## src/rtl/n_result_reader_pkg.sv

```systemverilog
// ---------------------------------------------------------------------------
// n_result_reader_pkg
// Shared definitions for the NPU result RAM read-back engine.
//   SEL_NPU_ALU : value of npu_alu_sel_i meaning the NPU ALU owns the RAM
//   RESULT_STA/RESULT_END : bit range of a result word, giving RESULT_W
//   state_e     : read engine FSM states (IDLE / READ / DRAIN)
// ---------------------------------------------------------------------------
`ifndef N_RESULT_READER_DEFS
`define N_RESULT_READER_DEFS
`define Sel_NPU_ALU 1'b1
`define RESULT_STA  0
`define RESULT_END  31
`endif

package n_result_reader_pkg;

    localparam logic SEL_NPU_ALU = `Sel_NPU_ALU;
    localparam int   RESULT_STA  = `RESULT_STA;
    localparam int   RESULT_END  = `RESULT_END;
    localparam int   RESULT_W    = RESULT_END - RESULT_STA + 1;

    typedef enum logic [1:0] {
        IDLE  = 2'd0,
        READ  = 2'd1,
        DRAIN = 2'd2
    } state_e;

endpackage

```

## src/rtl/n_rslt_fifo.sv

```systemverilog
// ---------------------------------------------------------------------------
// n_rslt_fifo
// Small synchronous FIFO holding returned result words with their tags.
//   clk_i, rst_ni : clock, asynchronous active-low reset
//   push_i        : write push_data_i this cycle
//   push_data_i   : entry to store ({last, idx, data} in the reader)
//   pop_i         : discard the head entry this cycle (ignored when empty)
//   head_o        : current head entry
//   count_o       : number of stored entries
// A push and a pop in the same cycle are both honoured, even when full.
// ---------------------------------------------------------------------------
module n_rslt_fifo #(
    parameter  int WIDTH = 41,
    parameter  int DEPTH = 3,
    localparam int CNT_W = $clog2(DEPTH + 1)
) (
    input  logic             clk_i,
    input  logic             rst_ni,
    input  logic             push_i,
    input  logic [WIDTH-1:0] push_data_i,
    input  logic             pop_i,
    output logic [WIDTH-1:0] head_o,
    output logic [CNT_W-1:0] count_o
);

    localparam int PTR_W = (DEPTH > 1) ? $clog2(DEPTH) : 1;

    logic [WIDTH-1:0] mem_q [DEPTH];
    logic [WIDTH-1:0] mem_d [DEPTH];
    logic [PTR_W-1:0] wr_ptr_q, wr_ptr_d;
    logic [PTR_W-1:0] rd_ptr_q, rd_ptr_d;
    logic [CNT_W-1:0] count_q, count_d;
    logic             do_push, do_pop;

    // Depth need not be a power of two, so pointers wrap explicitly.
    function automatic logic [PTR_W-1:0] ptr_inc(input logic [PTR_W-1:0] p);
        return (p == PTR_W'(DEPTH - 1)) ? '0 : p + 1'b1;
    endfunction

    always_comb begin
        mem_d    = mem_q;
        wr_ptr_d = wr_ptr_q;
        rd_ptr_d = rd_ptr_q;
        count_d  = count_q;
        do_pop   = pop_i && (count_q != '0);
        do_push  = push_i && ((count_q != CNT_W'(DEPTH)) || do_pop);

        if (do_push) begin
            mem_d[wr_ptr_q] = push_data_i;
            wr_ptr_d        = ptr_inc(wr_ptr_q);
        end
        if (do_pop) begin
            rd_ptr_d = ptr_inc(rd_ptr_q);
        end
        if (do_push && !do_pop) begin
            count_d = count_q + 1'b1;
        end else if (!do_push && do_pop) begin
            count_d = count_q - 1'b1;
        end
    end

    always_ff @(posedge clk_i or negedge rst_ni) begin
        if (!rst_ni) begin
            for (int i = 0; i < DEPTH; i++) begin
                mem_q[i] <= '0;
            end
            wr_ptr_q <= '0;
            rd_ptr_q <= '0;
            count_q  <= '0;
        end else begin
            mem_q    <= mem_d;
            wr_ptr_q <= wr_ptr_d;
            rd_ptr_q <= rd_ptr_d;
            count_q  <= count_d;
        end
    end

    assign head_o  = mem_q[rd_ptr_q];
    assign count_o = count_q;

endmodule

```

## src/rtl/n_result_reader.sv

```systemverilog
// ---------------------------------------------------------------------------
// n_result_reader
// Burst read-back engine for the NPU result RAM (AXI side).
//   clk_i, rst_ni          : clock, asynchronous active-low reset
//   npu_alu_sel_i          : RAM owner; reads only issue when not SEL_NPU_ALU
//   req_valid_i/ready_o    : burst request handshake (ready only in IDLE)
//   req_addr_i, req_len_i  : start address and beats-minus-one
//   ram_en_r_o/r_addr_o    : single-cycle synchronous RAM read port
//   ram_r_data_i           : read data, valid the cycle after ram_en_r_o
//   rd_valid_o/ready_i     : output beat stream, rd_data_o / rd_last_o
//   busy_o                 : engine is not IDLE
//   max_valid_o/idx/val    : signed argmax over the burst
// ---------------------------------------------------------------------------
module n_result_reader
    import n_result_reader_pkg::*;
#(
    parameter int ADDR_W     = 8,
    parameter int DATA_W     = RESULT_W,
    parameter int FIFO_DEPTH = 3
) (
    input  logic              clk_i,
    input  logic              rst_ni,
    input  logic              npu_alu_sel_i,
    input  logic              req_valid_i,
    output logic              req_ready_o,
    input  logic [ADDR_W-1:0] req_addr_i,
    input  logic [7:0]        req_len_i,
    output logic              ram_en_r_o,
    output logic [ADDR_W-1:0] ram_r_addr_o,
    input  logic [DATA_W-1:0] ram_r_data_i,
    output logic              rd_valid_o,
    input  logic              rd_ready_i,
    output logic [DATA_W-1:0] rd_data_o,
    output logic              rd_last_o,
    output logic              busy_o,
    output logic              max_valid_o,
    output logic [7:0]        max_idx_o,
    output logic [DATA_W-1:0] max_val_o
);

    localparam int ENTRY_W = DATA_W + 9;
    localparam int CNT_W   = $clog2(FIFO_DEPTH + 1);

    state_e            state_q, state_d;
    logic [ADDR_W-1:0] addr_q, addr_d;
    logic [7:0]        len_q, len_d;
    logic [7:0]        issue_idx_q, issue_idx_d;
    logic              inflight_q, inflight_d;
    logic [7:0]        inflight_idx_q, inflight_idx_d;
    logic              inflight_last_q, inflight_last_d;
    logic              max_valid_q, max_valid_d;
    logic [7:0]        max_idx_q, max_idx_d;
    logic [DATA_W-1:0] max_val_q, max_val_d;

    logic [ENTRY_W-1:0] fifo_head;
    logic [CNT_W-1:0]   fifo_count;
    logic               head_last;
    logic [7:0]         head_idx;
    logic [DATA_W-1:0]  head_data;
    logic               pop;
    logic               last_pop;
    logic [CNT_W:0]     occupancy;
    logic               credit_ok;
    logic               owned;
    logic               issue;

    // A read may only issue if the FIFO is guaranteed room for it once
    // it returns, counting the word already on its way back.
    assign occupancy = {1'b0, fifo_count} + (CNT_W + 1)'(inflight_q);
    assign credit_ok = occupancy < (CNT_W + 1)'(FIFO_DEPTH);
    assign owned     = (npu_alu_sel_i != SEL_NPU_ALU);

    assign {head_last, head_idx, head_data} = fifo_head;
    assign pop      = rd_valid_o && rd_ready_i;
    assign last_pop = pop && (head_idx == len_q);

    always_comb begin
        state_d         = state_q;
        addr_d          = addr_q;
        len_d           = len_q;
        issue_idx_d     = issue_idx_q;
        inflight_d      = 1'b0;
        inflight_idx_d  = inflight_idx_q;
        inflight_last_d = inflight_last_q;
        max_valid_d     = max_valid_q;
        max_idx_d       = max_idx_q;
        max_val_d       = max_val_q;
        issue           = 1'b0;
        req_ready_o     = 1'b0;

        case (state_q)
            IDLE: begin
                req_ready_o = 1'b1;
                if (req_valid_i) begin
                    addr_d      = req_addr_i;
                    len_d       = req_len_i;
                    issue_idx_d = '0;
                    max_valid_d = 1'b0;
                    max_idx_d   = '0;
                    max_val_d   = '0;
                    state_d     = READ;
                end
            end
            READ: begin
                if (owned && credit_ok) begin
                    issue           = 1'b1;
                    inflight_d      = 1'b1;
                    inflight_idx_d  = issue_idx_q;
                    inflight_last_d = (issue_idx_q == len_q);
                    addr_d          = addr_q + 1'b1;
                    issue_idx_d     = issue_idx_q + 1'b1;
                    if (issue_idx_q == len_q) begin
                        state_d = DRAIN;
                    end
                end
            end
            DRAIN: begin
                if (last_pop) begin
                    state_d = IDLE;
                end
            end
            default: begin
                state_d = IDLE;
            end
        endcase

        // Argmax follows the push side; the first beat seeds it and later
        // beats must be strictly greater, so ties keep the lower index.
        if (inflight_q) begin
            if ((inflight_idx_q == 8'd0) ||
                ($signed(ram_r_data_i) > $signed(max_val_q))) begin
                max_idx_d = inflight_idx_q;
                max_val_d = ram_r_data_i;
            end
        end

        if (last_pop) begin
            max_valid_d = 1'b1;
        end
    end

    always_ff @(posedge clk_i or negedge rst_ni) begin
        if (!rst_ni) begin
            state_q         <= IDLE;
            addr_q          <= '0;
            len_q           <= '0;
            issue_idx_q     <= '0;
            inflight_q      <= 1'b0;
            inflight_idx_q  <= '0;
            inflight_last_q <= 1'b0;
            max_valid_q     <= 1'b0;
            max_idx_q       <= '0;
            max_val_q       <= '0;
        end else begin
            state_q         <= state_d;
            addr_q          <= addr_d;
            len_q           <= len_d;
            issue_idx_q     <= issue_idx_d;
            inflight_q      <= inflight_d;
            inflight_idx_q  <= inflight_idx_d;
            inflight_last_q <= inflight_last_d;
            max_valid_q     <= max_valid_d;
            max_idx_q       <= max_idx_d;
            max_val_q       <= max_val_d;
        end
    end

    n_rslt_fifo #(
        .WIDTH (ENTRY_W),
        .DEPTH (FIFO_DEPTH)
    ) u_fifo (
        .clk_i       (clk_i),
        .rst_ni      (rst_ni),
        .push_i      (inflight_q),
        .push_data_i ({inflight_last_q, inflight_idx_q, ram_r_data_i}),
        .pop_i       (pop),
        .head_o      (fifo_head),
        .count_o     (fifo_count)
    );

    assign ram_en_r_o   = issue;
    assign ram_r_addr_o = addr_q;
    assign rd_valid_o   = (fifo_count != '0);
    assign rd_data_o    = head_data;
    assign rd_last_o    = rd_valid_o && head_last;
    assign busy_o       = (state_q != IDLE);
    assign max_valid_o  = max_valid_q;
    assign max_idx_o    = max_idx_q;
    assign max_val_o    = max_val_q;

endmodule
```

## config.mk

```make
export PLATFORM = sky130hd
export DESIGN_NAME = n_result_reader
export DESIGN_NICKNAME = d
export VERILOG_FILES = /design/src/rtl/n_result_reader_pkg.sv /design/src/rtl/n_rslt_fifo.sv /design/src/rtl/n_result_reader.sv
export SDC_FILE = /design/constraint.sdc
export NUM_CORES = 1
export LEC_CHECK = 0
export CAP_MARGIN = 20
export CORE_MARGIN = 4
export CORE_UTILIZATION = 26
export DETAILED_ROUTE_END_ITERATION = 7
export GPL_TIMING_DRIVEN = 0
export HOLD_SLACK_MARGIN = 0.06
export PLACE_DENSITY_LB_ADDON = 0.15
export SLEW_MARGIN = 25
export SYNTH_ARGS = -nofsm -noshare
export SYNTH_HDL_FRONTEND = slang
export SYNTH_SLANG_ARGS = --single-unit
```

## constraint.sdc

```tcl
create_clock -name clk_i -period 3.4 [get_ports clk_i]
set_clock_uncertainty 0.15 [all_clocks]
set_input_delay 0.34 -clock clk_i [delete_from_list [all_inputs] [get_ports clk_i]]
set_output_delay 0.34 -clock clk_i [all_outputs]
set_load 0.01 [all_outputs]
```

==> Word level (Yosys, flattened, before mapping) <==
Index checks and enable logic that the tools add are counted.
W data, S select, Z words.
{ "word_totals": {"reg_bits": 206, "inputBits": 53, "out_inout_bits": 86} }
{ "op_classes": {"n_addsub": 7, "order_cmp": 5, "n_eq_ne": 11, "n_mux": 35, "bitwise": 3, "reduce_logical": 26} }
{ "ops": {"columns": ["cell", "count"], "rows": [
  ["$mux W32", 4],
  ["$bwmux W123", 1],
  ["$mux W41", 3],
  ["$bmux W41 S2", 1],
  ["$demux W41 S2", 1],
  ["$mux W8", 8],
  ["$gt A32 B32 Y1", 1],
  ["$pmux W8 S2", 2],
  ["$add A8 B1 Y8 const B", 2],
  ["$eq A8 B8 Y1", 2],
  ["$mux W2", 8],
  ["$reduce_bool A2 Y1", 6],
  ["$ne A2 B2 Y1 const B", 5],
  ["$logic_and A1 B1 Y1", 9],
  ["$logic_not A8 Y1", 1],
  ["$add A2 B1 Y2 const B", 3],
  ["$eq A2 B2 Y1 const B", 3],
  ["$ge A3 B3 Y1 const B", 2],
  ["$mux W1", 6],
  ["$not A2 Y3", 2],
  ["$pmux W2 S3", 1],
  ["$reduce_and A2 Y1", 3],
  ["$reduce_and A4 Y1", 1],
  ["$add A2 B1 Y3", 1],
  ["9 further kinds", 11]
]} }

==> Depth between registers and ports, before layout <==
Gate-level depths: netlist (run 1).
{ "depth": {"word_depth": 9, "depth_mapped": 10, "depth_no_buf": 9} }

==> Cells and area by module <==
Synthesis (run 1) repeated with hierarchy kept, for this count alone.
{ "unflattened": {"hier_cells": 852, "area_unflattened_um2": 10283.6} }
{ "by_module_without_submodules": {"columns": ["mod", "instances", "cells_per_inst", "area_each_um2", "seq_area_each_um2"], "rows": [
  ["n_rslt_fifo", 1, 425, 6019.5, 3228.1],
  ["n_result_reader", 1, 427, 4264.1, 1926.8]
]} }

==> Least setup slack after synthesis (run 1) <==
Ideal clock, no wire load.
{ "synth_path": {"path_kind": "reg2reg", "from": "register max_val_q[14], in the netlist max_val_o[14]", "to": "register max_val_q[10], in the netlist max_val_o[10]", "setup_ns": 0.122, "t_arrival_ns": 2.171, "t_required_ns": 3.128, "path_slack_ns": 0.958, "path_stages_with_launch": 11, "n_path_buf": 1, "period_less_slack_ns": 2.442, "path_cell_list": "dfrtp_1 inv_1 ha_1 a21oi_1 nand2_1 a21o_1 o41ai_2 a311oi_2 nand2b_4 buf_8 a32o_1"} }
{ "synth_via": {"elab_chain_cells": 4} }
{ "synth_rtl": {"columns": ["item", "line_no", "text"], "rows": [
  ["start: declaration", "n_result_reader.sv:53", "logic [DATA_W-1:0] max_val_q, max_val_d;"],
  ["start signal: assignment", "n_result_reader.sv:164", "max_val_q <= max_val_d;"],
  ["$gt A32 B32 Y1", "n_result_reader.sv:131", "($signed(ram_r_data_i) > $signed(max_val_q))) begin"],
  ["$logic_or A1 B1 Y1", "n_result_reader.sv:130", "if ((inflight_idx_q == 8'd0) ||"],
  ["$mux W32", "n_result_reader.sv:130", null],
  ["$mux W32", "n_result_reader.sv:129", "if (inflight_q) begin"],
  ["net max_val_d[10]", "n_result_reader.sv:53", null]
]} }
The timed path passes the listed nets, and every way through them passes these cells.
A chain may end at the register's enable or synchronous reset.

==> Worst setup path in the final report (run 1) <==
{ "layout_path": {"from": "register u_fifo.rd_ptr_q[0]", "to": "output rd_data_o[31]"} }
{ "layout_via": {"elab_chain_cells": 4} }
{ "layout_rtl": {"columns": ["item", "line_no", "text"], "rows": [
  ["start: declaration", "n_rslt_fifo.sv:31", "logic [PTR_W-1:0] rd_ptr_q, rd_ptr_d;"],
  ["start signal: assignment", "n_rslt_fifo.sv:73", "rd_ptr_q <= rd_ptr_d;"],
  ["$not A2 Y3 (implied by the code)", "n_rslt_fifo.sv:78", "assign head_o = mem_q[rd_ptr_q];"],
  ["$bmux W41 S2", "n_rslt_fifo.sv:78", null],
  ["$mux W41 (implied by the code) (2 in a row)", "n_rslt_fifo.sv:78", null],
  ["end: declaration", "n_result_reader.sv:33", "output logic [DATA_W-1:0] rd_data_o,"]
]} }
Every way passes these cells. The select of a mux whose other input is x is not followed.

==> reports/qor.yml, run 1 <==
sta:
  post-route-period-util_pct: 96.4
  drv_slew: 0
  fin_ws_ps: 122
  setup_viol: 0
  period_needed_ps: 3280
  max_freq_mhz: 305
  rsz0062_at_grt: "false"
  slew_headroom_pct: 57.1
  finalHoldViolCount: 0
  worst_slew_pin_slew_ps: 643
grt:
  grt_pass1_vias: 7314
  grt-ovfl-total: 0
  grt_start_max_net_pins: 66
  grt_pass1_wl_um: 43800
  grtUsageTotal_pct: 13.3
  antenna_found_initial: 0
synthesis:
  ys.warnings.count: 0
  synthFlopType: "dfrtp_1"
  netlist_instances: 850
  synth.top_cell.area_share_pct: 52.3
  synth_fp_nets: 940
  synth_cell_types: 44
  ys_top_cells_by_count: "206 x dfrtp_1, 119 x nand2_1, 96 x mux2_2, 45 x o21ai_0, 41 x mux2i_1"
  synth_async_sr_flop_share_pct: 100
  ys_seq_elements: 206
  netlist_top_cells_area: "dfrtp_1 52%, mux2_2 11%, ha_1 4.7%, nand2_1 4.5%, mux2i_1 4.2%"
  synth-edff-count: 0
  syn_area_mm2: 0.00987
  ys_seq_area_share_pct: 52.3
  synth.most_common_cell: "dfrtp_1"
  syn_area_per_cell_um2: 11.6
  synth_area_leader_cell: "dfrtp_1"
setup_path:
  r2r-start: "max_val_o[14]"
  cp.arrival_ps: 2790
  cp_common_cell: "buf_2"
  criticalPathCategory: "reg -> out"
  r2r_slack_ps: 330
  startpoint_type: "register"
  worst-path-max-fanout: 10
  cp_data_required_time_ps: 2910
  cpMaxStageDelayCell: "clkdlybuf4s50_1"
  worstPathCellList: "buf_2, buf_2, buf_4, mux2i_1, o21ai_0, clkdlybuf4s50_1"
  worstSetupEndpointType: "primary output"
  r2r_cells: 10
  r2r-end: "max_val_o[9]"
  crit_path_max_incr_delay_ps: 620
finish:
  fillers: 3831
  final_util_pct: 34.2
  layout-drive-gt1-share_pct: 17.1
  syn2layout_area_growth_pct: 30.1
  antenna_cells: 0
  fin_nets: 1109
clocking:
  cts_tree: "done"
  path_clk_slew_ps: 60
  clock_path_buffers: 3
  cts.sinks: 206
  h-tree-depth: 1
  cts_root_buffer: "clkbuf_16"
  numCtsBuffers: 26
  clk_latency_ps: 520
detailed_routing:
  drt_iter0_drc: 257
  wl_met2_um: 12900
  drc: 0
  drtPass1Iterations: 5
  vias_per_cell: 4.54
  dr_wl_met3_um: 1390
  ant_nets: 0
  routedWlPerCell_um: 18.0
  wl_um: 27800
  top_layer: "met4"
  met1_length_um: 13100
  vias: 7015
floorplan:
  die_x_um: 203
  core_mm2: 0.0376
  die_area_mm2: 0.0411
  io_pins: 139
  core.rowCount: 71
  die_h_um: 203
  start_util_pct: 26.3
run_status:
  outcome: "complete, no violations"
pwr:
  pwr-share-comb_pct: 4.0
  p_sw_share_pct: 21.4
  p_leak_nw: 5.90
  clkPwrFrac_pct: 49.6
  p_total_w: 0.00529
  power_density_mw_per_mm2: 412
  peakVddDrop_v: 0.000311
  p_sw_w: 0.00113
  p_seq_share_pct: 46.4
  internal_power_w: 0.00415
placed_design:
  io_buffers: 138
  hpwl_um: 20000
  gp_congestion: 0.763
  place_ws_ps: -172
run:
  max_cap_violations: 0
worst_hold_path:
  worstHoldPathType: "in -> async"
## worst max-delay path: cells and delay by family, from the launching register on
| family | cells | cell delay, ps |
|---|---|---|
| DFF | 1 | 320 |
| buffers and inverters | 4 | 1540 |
| AOI/OAI and AO/OA | 1 | 320 |
| muxes | 1 | 90 |
## state kept, by name, indices dropped and copies added (netlist names), 2 cells and up
register / count
u_fifo.rd_ptr_q: 2
state_q: 2
len_q: 8
inflight_idx_q: 8
ram_r_addr_o: 8
u_fifo.mem_q: 123
max_val_o: 32
u_fifo.wr_ptr_q: 2
issue_idx_q: 8
u_fifo.count_o: 2
max_idx_o: 8
## final cells by class
class                      count  area, um^2  area share (%)
tap                          511         639            4.98
clock buffer                  43         816            6.35
buffer                        44         268            2.09
inverter                      35         135            1.05
timing repair buffer         143        1490            11.6
multi-input combinational    563        4340            33.8
sequential                   206        5160            40.2
## worst max-delay path by stage
stage / startpoint / endpoint / slack (ps) / depth (start not counted)
2_1_floorplan: max_val_o[14] / max_val_o[10] / 960 / 10
3_3_place_gp: rst_ni / ram_r_addr_o[7] / -7680 / 1
3_5_place_dp: ram_r_data_i[15] / max_val_o[28] / -170 / 10
4_1_cts: u_fifo.rd_ptr_q[0] / rd_data_o[23] / 40 / 6
5_1_grt: u_fifo.rd_ptr_q[0] / rd_data_o[31] / 2 / 6
6_report: u_fifo.rd_ptr_q[0] / rd_data_o[31] / 120 / 6
## layer usage
metal | vias up | track usage [%]
met2 | 134 | 22.0
met3 | 33 | 2.57
met5 | - | 0
met1 | 3490 | 18.4
li1 | 3358 | -
met4 | 0 | 2.40
## metrics by stage
stage	cell area [um^2]	setup TNS [ps]	std cells	hold WS, ps
2_1_floorplan	9870	0	850	-106
3_3_place_gp	11900	-1589190	1499	316
3_5_place_dp	12000	-8660	1502	125
4_1_cts	12800	0	1545	168
5_1_grt	12800	0	1545	198
6_report	12800	0	1545	173
## power by group through the flow
| stage | clock network [W] | logic (W) | registers, W |
|---|---|---|---|
| CTS | 0.00273 | 0.000217 | 0.00245 |
| detailed placement | 0 | 0.000215 | 0.00250 |
| global route | 0.00282 | 0.000239 | 0.00245 |
| global placement | 0 | 0.000202 | 0.00250 |
| floorplan | 0 | 0.0000468 | 0.00250 |
| finish | 0.00262 | 0.000209 | 0.00245 |
## cells by family (layout without fill, tap and decap cells)
family                     Yosys count  after routing  synth area share (%)
buffers and inverters               81            265                  3.91
AOI/OAI and AO/OA                  138            138                  9.68
muxes                              162            162                  18.0
xor gates and xnor gates            25             25                  2.22
DFF                                206            206                  52.3
adders and majority gates           37             37                  4.69
and+or+nand+nor                    201            201                  9.28
## layout by cell type, fill, tap and decap left out, types with 3 or more instances in the layout
cell type / n
nand2_1: 119
a22o_1: 8
ha_1: 37
nand2b_1: 4
clkdlybuf4s50_1: 137
clkbuf_8: 8
nor3_1: 6
mux2_1: 25
nand3_1: 11
mux2i_1: 41
nor2b_1: 3
buf_6: 4
xor2_1: 24
o21ai_0: 45
and2_1: 3
clkbuf_16: 27
o21ai_1: 3
nor4_1: 4
dfrtp_1: 205
buf_2: 14
a32o_1: 32
and3_1: 6
buf_16: 3
nor2_1: 26
buf_4: 4
clkbuf_1: 23
a31oi_1: 3
mux2_2: 96
o22ai_1: 3
a21o_1: 6
inv_1: 34
a21oi_1: 28
nand4_1: 10
buf_8: 4
## repair_timing
action | 4_1_cts | 5_1_grt
setup buffers | 1 | 0
endpoints found under the setup margin | 34 | 0
gates resized for setup | 22 | 0
endpoints found under the hold margin | 141 | 0
hold buffers | 1 | 0
(Power assumes the default switching activity.)
==> run 2, diff against run 1 <==
==> constraint.sdc (replaced) <==
create_clock -name clk_i -period 3.7 [get_ports clk_i]
set_clock_uncertainty 0.15 [all_clocks]
set_input_delay 0.37 -clock clk_i [delete_from_list [all_inputs] [get_ports clk_i]]
set_output_delay 0.37 -clock clk_i [all_outputs]
set_load 0.01 [all_outputs]
==> run 2 against run 1 <==
Clock power decreased by 8.0%. Sequential share of layout area about the same. Power decreased by 8.2%. Routed wire length decreased by 0.22%. Sequential power decreased by 8.2%. Flip-flop and latch count unchanged. Combinational power decreased by 8%. Die area unchanged. Core utilization about the same. Cell count about the same. Largest cell class unchanged. Largest power group unchanged.
==> reports/qor.yml, run 2 (synthesis gave the netlist of run 1 again) <==
finish:
  layout-drive-gt1-share_pct: 16.9  # -0.18 points
  layout_common_cells: "206 x dfrtp_1, 137 x clkdlybuf4s50_1, 119 x nand2_1, 96 x mux2_2, 45 x o21ai_0"
  final_common_cell: "dfrtp_1"
  antenna_cells: 0  # unchanged
  syn2layout_area_growth_pct: 30.0  # about the same
  multi_input_area_mm2: 0.00434  # unchanged
  design_area_mm2: 0.0128  # about the same
  fin_nets: 1108  # -0.090%
  final_util_pct: 34.1  # about the same
  fillers: 3828  # -0.078%
  largest_reg_flops: 123  # unchanged
  register_area_mm2: 0.00515  # about the same
  top_register: "u_fifo.mem_q"
floorplan:
  die_x_um: 203  # unchanged
  die_area_mm2: 0.0411  # unchanged
  die_h_um: 203  # unchanged
  io_pins: 139  # unchanged
  core.rowCount: 71  # unchanged
  start_util_pct: 26.3  # unchanged
  core_mm2: 0.0376  # unchanged
setup_path:
  r2r_cells: 10  # unchanged
  r2r-start: "max_val_o[14]"
  cpMaxStageDelayCell: "clkdlybuf4s50_1"
  worstPathCellList: "buf_2, buf_2, clkdlybuf4s15_2, mux2i_1, o21ai_0, clkdlybuf4s50_1"
  r2r_slack_ps: 630  # +300 ps
  crit_end: "rd_data_o[13]"
  r2r-end: "max_val_o[9]"
  cp_data_required_time_ps: 3180  # +270 ps
  startpoint_type: "register"
  critical_path_depth: 6  # unchanged
  worstSetupEndpointType: "primary output"
  cp-startpoint: "u_fifo.rd_ptr_q[0]"
  crit_path_max_incr_delay_ps: 590  # -30 ps
  path_buf_inv: 4  # unchanged
  cp.arrival_ps: 2980  # +190 ps
  worst-path-max-fanout: 10  # unchanged
  criticalPathCategory: "reg -> out"
  cp_common_cell: "buf_2"
  crit_family: "buffers and inverters"
clocking:
  postCtsSetupBuffers: 0  # -1
  path_clk_slew_ps: 60  # about the same
  clk_latency_ps: 520  # about the same
  numCtsBuffers: 26  # unchanged
  cts.sinks: 206  # unchanged
  clock_path_buffers: 3  # unchanged
  cts_root_buffer: "clkbuf_16"
  cts_tree: "done"
  h-tree-depth: 1  # unchanged
detailed_routing:
  drc: 0  # unchanged
  vias: 7018  # +0.043%
  drt_iter0_drc: 268  # +4.3%
  wl_um: 27800  # -0.22%
  drtPass1Iterations: 4  # -1
  vias_per_cell: 4.55  # +0.11%
  ant_nets: 0  # unchanged
  routedWlPerCell_um: 18.0  # -0.16%
grt:
  grt-ovfl-total: 0  # unchanged
  antenna_found_initial: 0  # unchanged
  grt_pass1_wl_um: 43800  # -0.14%
  grt_pass1_vias: 7301  # -0.18%
  grt_start_max_net_pins: 66  # unchanged
  grtUsageTotal_pct: 13.3  # -0.014 points
pwr:
  power_density_mw_per_mm2: 378  # -8.1%
  p_leak_nw: 5.90  # -0.13%
  peakVddDrop_v: 0.000286  # -7.9%
run:
  max_cap_violations: 0  # unchanged
sta:
  finalSetupTns_ps: 0  # unchanged
  period_needed_ps: 3500
  rsz0062_at_grt: "false"
  setup_viol: 0  # unchanged
  max_freq_mhz: 286
  drv_slew: 0  # unchanged
  worst_slew_pin_slew_ps: 666  # +23.0 ps
  finalHoldViolCount: 0  # unchanged
  post-route-period-util_pct: 94.7
  slew_headroom_pct: 55.6  # -1.5 points
worst_hold_path:
  worstHoldPathType: "in -> async"
run_status:
  outcome: "complete, no violations"
placed_design:
  io_buffers: 138  # unchanged
  postPlaceCellArea_mm2: 0.0120  # unchanged
  gp_congestion: 0.763  # unchanged
  hpwl_um: 20000  # unchanged
==> run 2: cell count changes in the layout (fill, tap and decap cells not counted), sizes merged <==
| cell | before | now |
|---|---|---|
| clkdlybuf4s15 | 0 | 2 |
| buf | 30 | 27 |
==> run 2: cell type report <==
class,instances,share of cell area [%]
Buffer,44,2.09
Multi-Input combinational cell,563,33.8
Sequential cell,206,40.2
Tap cell,511,4.98
Clock buffer,43,6.36
Timing Repair Buffer,142,11.5
Inverter,35,1.05
==> run 2: per-stage QoR <==
stage               instances  hold WS (ps)  total power, W  setup WS (ps)
finish                   1544           199         0.00485            198
global route             1544           228         0.00506           17.6
CTS                      1544           198         0.00496           35.9
detailed placement       1502           155         0.00249           98.1
global placement         1499           316         0.00248          -7410
floorplan                 850         -75.6         0.00234           1260
==> run 2: worst register-to-register path: stages, from the launching register on <==
cell	delay, ps
dfrtp_1	360
inv_1	50
ha_1	300
nand4_1	220
nor3_1	400
a21boi_2	240
o41ai_2	100
a311oi_2	460
o22ai_2	240
buf_6	220
a32o_1	210
==> run 2: report_power, final <==
part	switching (W)	internal (W)
clock network	0.000927	0.00148
logic	0.000109	0.0000837
registers	0	0.00225
==> run 2: worst min path at each step <==
stage,from,to,slack [ps],cells after the start
finish,rst_ni,u_fifo.mem_q[8],200,2
global route,rst_ni,u_fifo.mem_q[8],230,2
CTS,rst_ni,u_fifo.mem_q[8],200,2
detailed placement,rst_ni,u_fifo.mem_q[8],160,1
global placement,u_fifo.mem_q[0],u_fifo.mem_q[0],320,2
floorplan,rst_ni,inflight_idx_q[0],-80,0
==> run 2: layer usage <==
layer / wire length (um) / track usage (%)
met4: 480 / 2.40
met5: 0 / 0
met1: 13100 / 18.5
met2: 12900 / 21.9
met3: 1340 / 2.57
==> run 2: timing repair <==
item | 4_1_cts | 5_1_grt
gates resized for setup | 10 | 2
endpoints found under the setup margin | 32 | 2
endpoints found under the hold margin | 141 | 0
cloned | 0 | 0
hold buffers | 1 | 0
==> run 3, diff against run 2 <==
==> constraint.sdc (replaced) <==
create_clock -name clk_i -period 2.9 [get_ports clk_i]
set_clock_uncertainty 0.15 [all_clocks]
set_input_delay 0.29 -clock clk_i [delete_from_list [all_inputs] [get_ports clk_i]]
set_output_delay 0.29 -clock clk_i [all_outputs]
set_load 0.01 [all_outputs]
==> run 3 against run 2 <==
Critical path depth increased by 5. First-iteration DRC count increased by 12%. Sequential power increased by 28%. Hold slack got worse by 79 ps. Register-to-register slack got worse by 570 ps. Routed wire length increased by 0.89%. Setup slack got worse by 150 ps. Largest cell class unchanged. Largest power group unchanged.
==> reports/qor.yml, run 3 (synthesis gave the netlist of run 1 again) <==
finish:
  final_util_pct: 34.9  # +0.77 points
  layout_common_cells: "204 x dfrtp_1, 118 x nand2_1, 108 x clkdlybuf4s50_1, 96 x mux2_2, 42 x o21ai_0"
  top_register: "u_fifo.mem_q"
  antenna_cells: 0  # unchanged
  largest_reg_flops: 123  # unchanged
  layout-drive-gt1-share_pct: 19.2  # +2.3 points
  final_common_cell: "dfrtp_1"
  fin_nets: 1121  # +1.2%
  syn2layout_area_growth_pct: 33.0
sta:
  drv_slew: 0  # unchanged
  worst_slew_pin_slew_ps: 652  # -14.5 ps
  slew_headroom_pct: 56.5  # +0.97 points
  setup_viol: 0  # unchanged
  period_needed_ps: 2850
  max_freq_mhz: 351
  rsz0062_at_grt: "true"
  finalHoldViolCount: 0  # unchanged
  post-route-period-util_pct: 98.2
  holdWs_ps: 120  # -78.8 ps
setup_path:
  cp.arrival_ps: 3100  # +120 ps
  r2r_cells: 11  # +1
  cpMaxStageDelayCell: "clkdlybuf4s50_1"
  criticalPathCategory: "in -> reg"
  crit_path_max_incr_delay_ps: 630  # +40 ps
  r2r_slack_ps: 60  # -570 ps
  r2r-end: "max_val_o[9]"
  worstSetupEndpointType: "register"
  r2r-start: "max_val_o[1]"
  startpoint_type: "primary input"
  cp_data_required_time_ps: 3150  # -30 ps
  worstPathCellList: "clkdlybuf4s50_1, ha_1, nor2b_1, o211ai_1, a21boi_4, o41ai_4, a311oi_2, buf_4, nand2b_4, buf_8, a32o_1"
  worst-path-max-fanout: 10  # unchanged
detailed_routing:
  drtPass1Iterations: 4  # unchanged
  routedWlPerCell_um: 18.0  # about the same
  ant_nets: 0  # unchanged
  vias: 7053  # +0.50%
  drt_iter0_drc: 299  # +12%
  vias_per_cell: 4.53  # -0.34%
  drc: 0  # unchanged
  wl_um: 28000  # +0.89%
grt:
  grt_start_max_net_pins: 66  # unchanged
  grtUsageTotal_pct: 13.3  # +0.051 points
  antenna_found_initial: 0  # unchanged
  grt_pass1_wl_um: 43900  # +0.36%
  grt_pass1_vias: 7332  # +0.42%
  grt-ovfl-total: 0  # unchanged
worst_hold_path:
  worstHoldPathType: "in -> async"
pwr:
  p_seq_share_pct: 46.4  # about the same
  internal_power_w: 0.00488  # +28%
  p_sw_share_pct: 21.4  # +0.061 points
  p_sw_w: 0.00133  # +28%
  power_density_mw_per_mm2: 473  # +25%
  clkPwrFrac_pct: 49.5  # about the same
  p_leak_nw: 6.36  # +7.8%
  p_total_w: 0.00620  # +28%
  peakVddDrop_v: 0.000366  # +28%
  pwr-share-comb_pct: 4.1  # about the same
clocking:
  cts_root_buffer: "clkbuf_16"
  cts_tree: "done"
  numCtsBuffers: 26  # unchanged
  clock_path_buffers: 3  # unchanged
  path_clk_slew_ps: 50  # about the same
  cts.sinks: 206  # unchanged
  h-tree-depth: 1  # unchanged
  clk_latency_ps: 520  # about the same
floorplan:
  start_util_pct: 26.3  # unchanged
  die_h_um: 203  # unchanged
  io_pins: 139  # unchanged
  die_x_um: 203  # unchanged
  die_area_mm2: 0.0411  # unchanged
  core.rowCount: 71  # unchanged
  core_mm2: 0.0376  # unchanged
run_status:
  outcome: "complete, no violations"
placed_design:
  hpwl_um: 20000  # unchanged
  gp_congestion: 0.763  # unchanged
  io_buffers: 138  # unchanged
run:
  max_cap_violations: 0  # unchanged
-- run 3: through the flow --
step	TNS [ps]	setup WS [ps]	std cells	area, um^2
after global placement	-1719740	-8130	1499	11900
after floorplan	0	458	850	9870
after CTS	0	3.09	1550	12900
after global routing	-942	-45.4	1557	13100
final	0	51.2	1557	13100
after detailed placement	-45680	-622	1502	12000
-- run 3: how the worst max path moves through the flow --
stage	to	cells after the start	slack [ps]	startpoint
2_1_floorplan	max_val_o[10]	10	460	max_val_o[14]
3_3_place_gp	ram_r_addr_o[7]	1	-8130	rst_ni
3_5_place_dp	max_val_o[28]	10	-620	ram_r_data_i[15]
4_1_cts	rd_data_o[21]	7	3	u_fifo.rd_ptr_q[0]
5_1_grt	max_val_o[29]	11	-50	max_val_o[1]
6_report	max_val_o[9]	11	50	ram_r_data_i[1]
-- run 3: final cells by class --
class                   instances  area, um^2
flip-flops and latches        206        5160
inverters                      35         134
plain buffers                  45         335
well taps                     511         639
fillers                      3789       24500
repair buffers                154        1600
clock buffers                  43         816
multi-input cells             563        4440
-- run 3: worst max-delay path: cells and delay by family --
family | cells | cell delay [ps]
AOI/OAI and AO/OA | 5 | 1180
adders and majority gates | 1 | 290
buffers and inverters | 3 | 990
and+or+nand+nor | 2 | 340
-- run 3: power groups by stage --
stage                     sequential (W)  clock, W  combinational, W
after floorplan                  0.00293         0         0.0000549
after global placement           0.00293         0          0.000237
after detailed placement         0.00293         0          0.000252
after CTS                        0.00288   0.00320          0.000259
after global routing             0.00287   0.00330          0.000291
final                            0.00288   0.00307          0.000255
-- run 3: what timing repair did --
item,4_1_cts,5_1_grt
gates resized for setup,62,30
hold buffers,1,0
setup buffers,5,6
pin swaps,3,13
gates cloned,0,1
setup endpoints to repair,114,56
endpoints found under the hold margin,141,0
-- run 3: per-layer routing --
layer  global-route usage [%]  part of all wire [%]
met1                     18.5                    47
met2                     22.1                    46
met3                     2.57                   4.6
met4                     2.40                   1.7
met5                        0                     0
